**config.mk**
```make
export PLATFORM = sky130hd
export DESIGN_NAME = mem_stage_hs
export DESIGN_NICKNAME = d
export VERILOG_FILES = /design/src/rtl/mem_stage_hs.sv
export SDC_FILE = /design/constraint.sdc
export NUM_CORES = 1
export LEC_CHECK = 0
export BUFFER_PORTS_ARGS = -buffer_cell sky130_fd_sc_hd__buf_2
export CAP_MARGIN = 10
export CORE_ASPECT_RATIO = 1.1
export CORE_MARGIN = 8
export CORE_UTILIZATION = 48
export CTS_CLUSTER_DIAMETER = 150
export DETAILED_ROUTE_END_ITERATION = 10
export PLACE_DENSITY = 0.88
export SYNTH_ARGS = -nofsm -noshare
export SYNTH_HDL_FRONTEND = slang
export SYNTH_SLANG_ARGS = --single-unit
```
**constraint.sdc**
```tcl
create_clock -name clk -period 2.19 [get_ports clk]
set_input_delay 0.219 -clock clk [delete_from_list [all_inputs] [get_ports clk]]
set_output_delay 0.219 -clock clk [all_outputs]
set_load 0.1 [all_outputs]
```
**src/rtl/mem_stage_hs.sv**
```systemverilog
// Memory pipeline stage between execute and writeback with a req/ack data-memory handshake.
// Latency: non-memory ops 1 cycle; loads/stores 2+ edges (issue edge, then ack edge).
// Backpressure: stall_out holds upstream while a memory op is issuing or waiting for mem_ack.
//
// Ports:
//   clk, rst                     clock and asynchronous active-high reset
//   halt                         global freeze; no register changes while 1
//   flush                        kills the incoming slot (ignored once a request is committed)
//   bubble_in/opcode_in/tgt_in/
//   result_in/store_data_in/
//   halt_in                      incoming instruction from execute
//   stall_out                    combinational upstream hold
//   mem_req/mem_we/mem_addr/
//   mem_wdata/mem_ack/mem_rdata  data-memory handshake
//   tgt_out/opcode_out/
//   result_out/bubble_out/
//   halt_out                     registered slot to writeback
module mem_stage_hs #(
    parameter int              DATA_W = 16,
    parameter int              ADDR_W = 16,
    parameter int              TGT_W  = 3,
    parameter int              OP_W   = 3,
    parameter logic [OP_W-1:0] LD_OP  = OP_W'(4),
    parameter logic [OP_W-1:0] ST_OP  = OP_W'(5)
) (
    input  logic              clk,
    input  logic              rst,
    input  logic              halt,
    input  logic              flush,
    input  logic              bubble_in,
    input  logic [OP_W-1:0]   opcode_in,
    input  logic [TGT_W-1:0]  tgt_in,
    input  logic [DATA_W-1:0] result_in,
    input  logic [DATA_W-1:0] store_data_in,
    input  logic              halt_in,
    output logic              stall_out,
    output logic              mem_req,
    output logic              mem_we,
    output logic [ADDR_W-1:0] mem_addr,
    output logic [DATA_W-1:0] mem_wdata,
    input  logic              mem_ack,
    input  logic [DATA_W-1:0] mem_rdata,
    output logic [TGT_W-1:0]  tgt_out,
    output logic [OP_W-1:0]   opcode_out,
    output logic [DATA_W-1:0] result_out,
    output logic              bubble_out,
    output logic              halt_out
);

    localparam logic [0:0] S_IDLE = 1'b0;
    localparam logic [0:0] S_WAIT = 1'b1;

    logic [0:0]        r_state;
    logic              r_mem_req;
    logic              r_mem_we;
    logic [ADDR_W-1:0] r_mem_addr;
    logic [DATA_W-1:0] r_mem_wdata;
    logic [OP_W-1:0]   r_op;
    logic [TGT_W-1:0]  r_tgt;
    logic [TGT_W-1:0]  r_tgt_out;
    logic [OP_W-1:0]   r_opcode_out;
    logic [DATA_W-1:0] r_result_out;
    logic              r_bubble_out;
    logic              r_halt_out;

    logic              w_valid;
    logic              w_is_mem;
    logic              w_issue;
    logic [DATA_W-1:0] w_addr_ext;

    // A halt that has reached writeback turns every later slot into a bubble.
    assign w_valid    = !bubble_in && !r_halt_out && !flush;
    assign w_is_mem   = (opcode_in == LD_OP) || (opcode_in == ST_OP);
    assign w_issue    = (r_state == S_IDLE) && w_valid && w_is_mem;
    assign w_addr_ext = DATA_W'(r_mem_addr);

    // Issue cycle stalls unconditionally; while waiting, upstream may move on the ack edge.
    assign stall_out  = (r_state == S_IDLE) ? w_issue : !mem_ack;

    always_ff @(posedge clk or posedge rst) begin
        if (rst) begin
            r_state      <= S_IDLE;
            r_mem_req    <= 1'b0;
            r_mem_we     <= 1'b0;
            r_mem_addr   <= '0;
            r_mem_wdata  <= '0;
            r_op         <= '0;
            r_tgt        <= '0;
            r_tgt_out    <= '0;
            r_opcode_out <= '0;
            r_result_out <= '0;
            r_bubble_out <= 1'b1;
            r_halt_out   <= 1'b0;
        end else if (!halt) begin
            case (r_state)
                S_IDLE: begin
                    if (w_issue) begin
                        r_mem_req    <= 1'b1;
                        r_mem_we     <= (opcode_in == ST_OP);
                        r_mem_addr   <= result_in[ADDR_W-1:0];
                        r_mem_wdata  <= store_data_in;
                        r_op         <= opcode_in;
                        r_tgt        <= tgt_in;
                        r_bubble_out <= 1'b1;
                        r_state      <= S_WAIT;
                    end else begin
                        r_tgt_out    <= tgt_in;
                        r_opcode_out <= opcode_in;
                        r_result_out <= result_in;
                        r_bubble_out <= (r_halt_out || flush) ? 1'b1 : bubble_in;
                        // Sticky so nothing after the halt can ever issue a request.
                        r_halt_out   <= r_halt_out || (halt_in && !bubble_in && !flush);
                    end
                end
                S_WAIT: begin
                    // flush is deliberately ignored here: a committed access always completes.
                    if (mem_ack) begin
                        r_mem_req    <= 1'b0;
                        r_bubble_out <= 1'b0;
                        r_opcode_out <= r_op;
                        r_state      <= S_IDLE;
                        if (r_mem_we) begin
                            r_tgt_out    <= '0;
                            r_result_out <= w_addr_ext;
                        end else begin
                            r_tgt_out    <= r_tgt;
                            r_result_out <= mem_rdata;
                        end
                    end
                end
                default: r_state <= S_IDLE;
            endcase
        end
    end

    assign mem_req    = r_mem_req;
    assign mem_we     = r_mem_we;
    assign mem_addr   = r_mem_addr;
    assign mem_wdata  = r_mem_wdata;
    assign tgt_out    = r_tgt_out;
    assign opcode_out = r_opcode_out;
    assign result_out = r_result_out;
    assign bubble_out = r_bubble_out;
    assign halt_out   = r_halt_out;

endmodule

```
==> Implementation_results.wiki <==
{| class="wikitable"
! Metric !! Value
|-
| Run status || completed
|-
| Core footprint || 5810 um2
|-
| Async S/R FF share, synth || 100%
|-
| Number of input and output port buffers inserted || 119
|-
| Die X-Extent || 90.3 um
|-
| Max-slew violation total from the final report || 0
|-
| Gate count of the mapped netlist || 218
|-
| Avg Cell Area, Syn || between 10 and 15 um2
|-
| Setup Crit Path Kind || flip-flop to output port
|-
| Dominant synthesized flop cell || sky130_fd_sc_hd__dfrtp_1
|-
| Hold Vio Cnt, Final || 0
|-
| Area after DPL || 3620 um2
|-
| Post-CTS Hold Buffers || 1
|-
| CP Launch Type || flip-flop
|-
| Critical Path AT || between 1.5 and 2 ns
|-
| Minimum period implied by the final worst setup slack || 1.96 ns
|-
| Remaining number of nets flagged by the antenna check after routing || 0
|-
| First drt pass iteration count || 4
|-
| Synthesis-stage register bit count || 65
|-
| Worst-case setup margin in the final layout || 0.232 ns
|-
| Critical path capture point type || output port
|-
| Worst clock skew || approximately 0.011 ns
|-
| Number of synthesis warnings || 0
|-
| Max-cap violations || 0
|-
| Synthesis-to-layout area growth || 32.9%
|-
| DRC violations left || 0
|-
| Worst hold path startpoint || store_data_in[11]
|-
| Starting density of the core || 50.2%
|-
| Number of setup buffers added after CTS || 0
|-
| Total of cells resized after clock tree synthesis || 0
|-
| H-Tree Level Count || 3
|-
| Most common cell in the synthesized netlist || sky130_fd_sc_hd__dfrtp_1
|-
| Net count after synthesis || ~280
|-
| Top area cells in the synthesized netlist || sky130_fd_sc_hd__dfrtp_1, sky130_fd_sc_hd__mux2_2, sky130_fd_sc_hd__mux2i_1, sky130_fd_sc_hd__a21oi_1, sky130_fd_sc_hd__nor2_1
|-
| Synthesized cell area || 2910 um2
|-
| Max incr delay on CP || 0.42 ns
|-
| Fraction of layout cells with a size suffix above 1 || a little under 60%
|-
| Area of all placed cells without fillers || between 3000 and 4000 um2
|-
| Synth unique cells || 27
|-
| Maximum number of pins on one net before global-route repair || 41
|-
| Library cell occupying the most area in the post-synthesis netlist || sky130_fd_sc_hd__dfrtp_1
|-
| Path category of the worst min-delay check || input port to flip-flop
|-
| Final cycle utilization of the critical path || 89.4%
|-
| Required time at the worst-slack endpoint || ~2.0 ns
|-
| Placement-stage worst setup slack || 0.390 ns
|-
| Die height || 97.7 um
|-
| Number of DRC markers after the initial detailed-route iteration || 45
|-
| Transition time of the tightest slew-check pin || 0.630 ns
|-
| Worst VDD drop || about 1.1 mV
|-
| Final weighted congestion in routability-driven placement || 0.853
|-
| Headroom to the max-slew limit || ~58%
|-
| Detailed placement HPWL || 5300 um
|-
| Power density over the cells || 1500 nW/um2
|-
| Global-route wire length before repair || between 10000 and 15000 um
|-
| Area of the die || about 8800 um2
|-
| Clock transition at the registers of the reported paths || 0.07 ns
|-
| Post-route setup TNS || 0 ns
|-
| R2r startpoint || halt_out
|-
| TritonCTS clock tree || yes
|-
| Filler cell count || 470
|-
| Final setup fails || 0
|-
| CTS max path bufs || 2
|-
| Static leakage || 0.00195 uW
|-
| I/O pin count || 120
|-
| Cell breakdown of the critical path || or3_4, nor3_1, or2_2, buf_12
|-
| Cell type of the slowest stage on the worst timing path || sky130_fd_sc_hd__dfrtp_2
|-
| Via density per instance || 5.03
|-
| Number of flops mapped to enable cells by yosys || 0
|-
| Remaining global-route overflow || 0
|-
| Hold EP || mem_wdata[11]
|-
| Fraction of the yosys area taken by sequential cells || between 50% and 60%
|-
| Inserted Diodes || 0
|-
| Nets || approximately 400
|-
| Total global routing track utilization || between 15 and 20%
|-
| Vias in the first global route || 2480
|-
| Most common library cells after synthesis || sky130_fd_sc_hd__dfrtp_1, sky130_fd_sc_hd__mux2_2, sky130_fd_sc_hd__a21oi_1, sky130_fd_sc_hd__mux2i_1, sky130_fd_sc_hd__nor2_1
|-
| Portion of synthesized cell area occupied by the leading cell type || 55.0%
|-
| Clock latency of the later-clocked register in the worst-skew pair || 0.33 ns
|-
| Total wire length || about 7100 um
|-
| Launching instance or port of the critical path || halt_out
|-
| Master cell of the clock root buffer || sky130_fd_sc_hd__clkbuf_8
|-
| Number of clock sinks seen by CTS || 65
|-
| Via Count || 2139
|-
| Worst R2R Path Depth || 4
|-
| Worst hold path depth || 2
|-
| Maximum frequency from static timing analysis || 511 MHz
|-
| Reg-to-reg slack, setup || 0.38 ns
|-
| Antenna violations before repair || 0
|-
| Post-detailed-route wirelength per cell || between 15 and 20 um
|-
| Destination of the worst register-to-register timing path || mem_addr[10]
|-
| Row count || 29
|-
| TritonCTS Buffers || 9
|-
| Worst-path maximum fanout || 4
|-
| Setup repair after global routing missed its margin || no
|}
-- layout by cell type, fill, tap and decap left out, drive strengths merged, types with 3 or more instances in the layout --
| cell type | synthesis | layout |
|---|---|---|
| buf | 9 | 126 |
| dfrtp | 64 | 64 |
| mux2 | 60 | 60 |
| mux2i | 18 | 18 |
| a21oi | 18 | 18 |
| nor2 | 17 | 17 |
| clkbuf | 4 | 11 |
| inv | 5 | 5 |
| nor2b | 3 | 3 |
| bufinv | 0 | 3 |
-- worst max path at each step --
stage / end / slack (ns) / cells past startpoint
floorplan: mem_addr[0] / 0.19 / 4
global placement: mem_wdata[7] / 0.43 / 4
detailed placement: mem_addr[10] / 0.39 / 4
CTS: stall_out / 0.24 / 4
global route: stall_out / 0.10 / 4
finish: stall_out / 0.23 / 4
-- metrics by stage --
stage	hold WS [ns]	power, uW	cells	util (%)
after floorplan	0.280	4120	218	-
after global placement	0.121	4580	408	62.3
after detailed placement	0.125	4640	408	62.3
after CTS	0.109	5870	425	66.7
after global routing	0.110	6040	425	66.7
final	0.124	5820	425	66.7
-- cell type report --
type                    count  area (um2)  area share, %
clock buffers              11         141           3.65
flip-flops and latches     65        1630           42.1
repair buffers            127         698           18.0
well taps                  77        96.3           2.49
inverters                   5        18.8          0.485
clock inverters             5         103           2.65
multi-input cells         135        1180           30.6
-- routing by layer --
metal / global-route usage (%) / vias to the layer above / share of wire, % / wire, um
met5: 0 / - / 0 / 0
met4: 7.05 / 0 / 1.2 / 86
met3: 6.41 / 9 / 7.6 / 542
met2: 28.8 / 69 / 52 / 3710
met1: 17.6 / 1043 / 39 / 2800
li1: - / 1018 / - / -
-- kinds of logic (layout without fill, tap and decap cells) --
logic type	after synthesis	after routing	synth area share, %
mux	78	78	29.4
flops	65	65	55.9
simple gates	32	32	6.14
compound gates	25	25	4.89
buf+inv	18	148	3.74
-- state kept, by name (all words and copies together), names as in the netlist --
| register | count |
|---|---|
| mem_addr | 16 |
| mem_wdata | 16 |
| result_out | 16 |
| opcode_out | 3 |
| r_op | 3 |
| r_tgt | 3 |
| tgt_out | 3 |
| bubble_out | 1 |
| halt_out | 1 |
| mem_req | 1 |
| mem_we | 1 |
| r_state | 1 |
-- worst max-delay path: cells and delay by family (launching register included) --
kind                   cells  cell delay (ns)
buffers and inverters      1             0.17
DFF                        1             0.42
and+or+nand+nor            3             0.83
-- where the power goes --
| group | switching (uW) | internal [uW] |
|---|---|---|
| Clock | 441 | 786 |
| Combinational | 2340 | 546 |
| Sequential | 214 | 1490 |
| Total | 3000 | 2830 |
No activity file was read; power rests on OpenSTA's default activity.
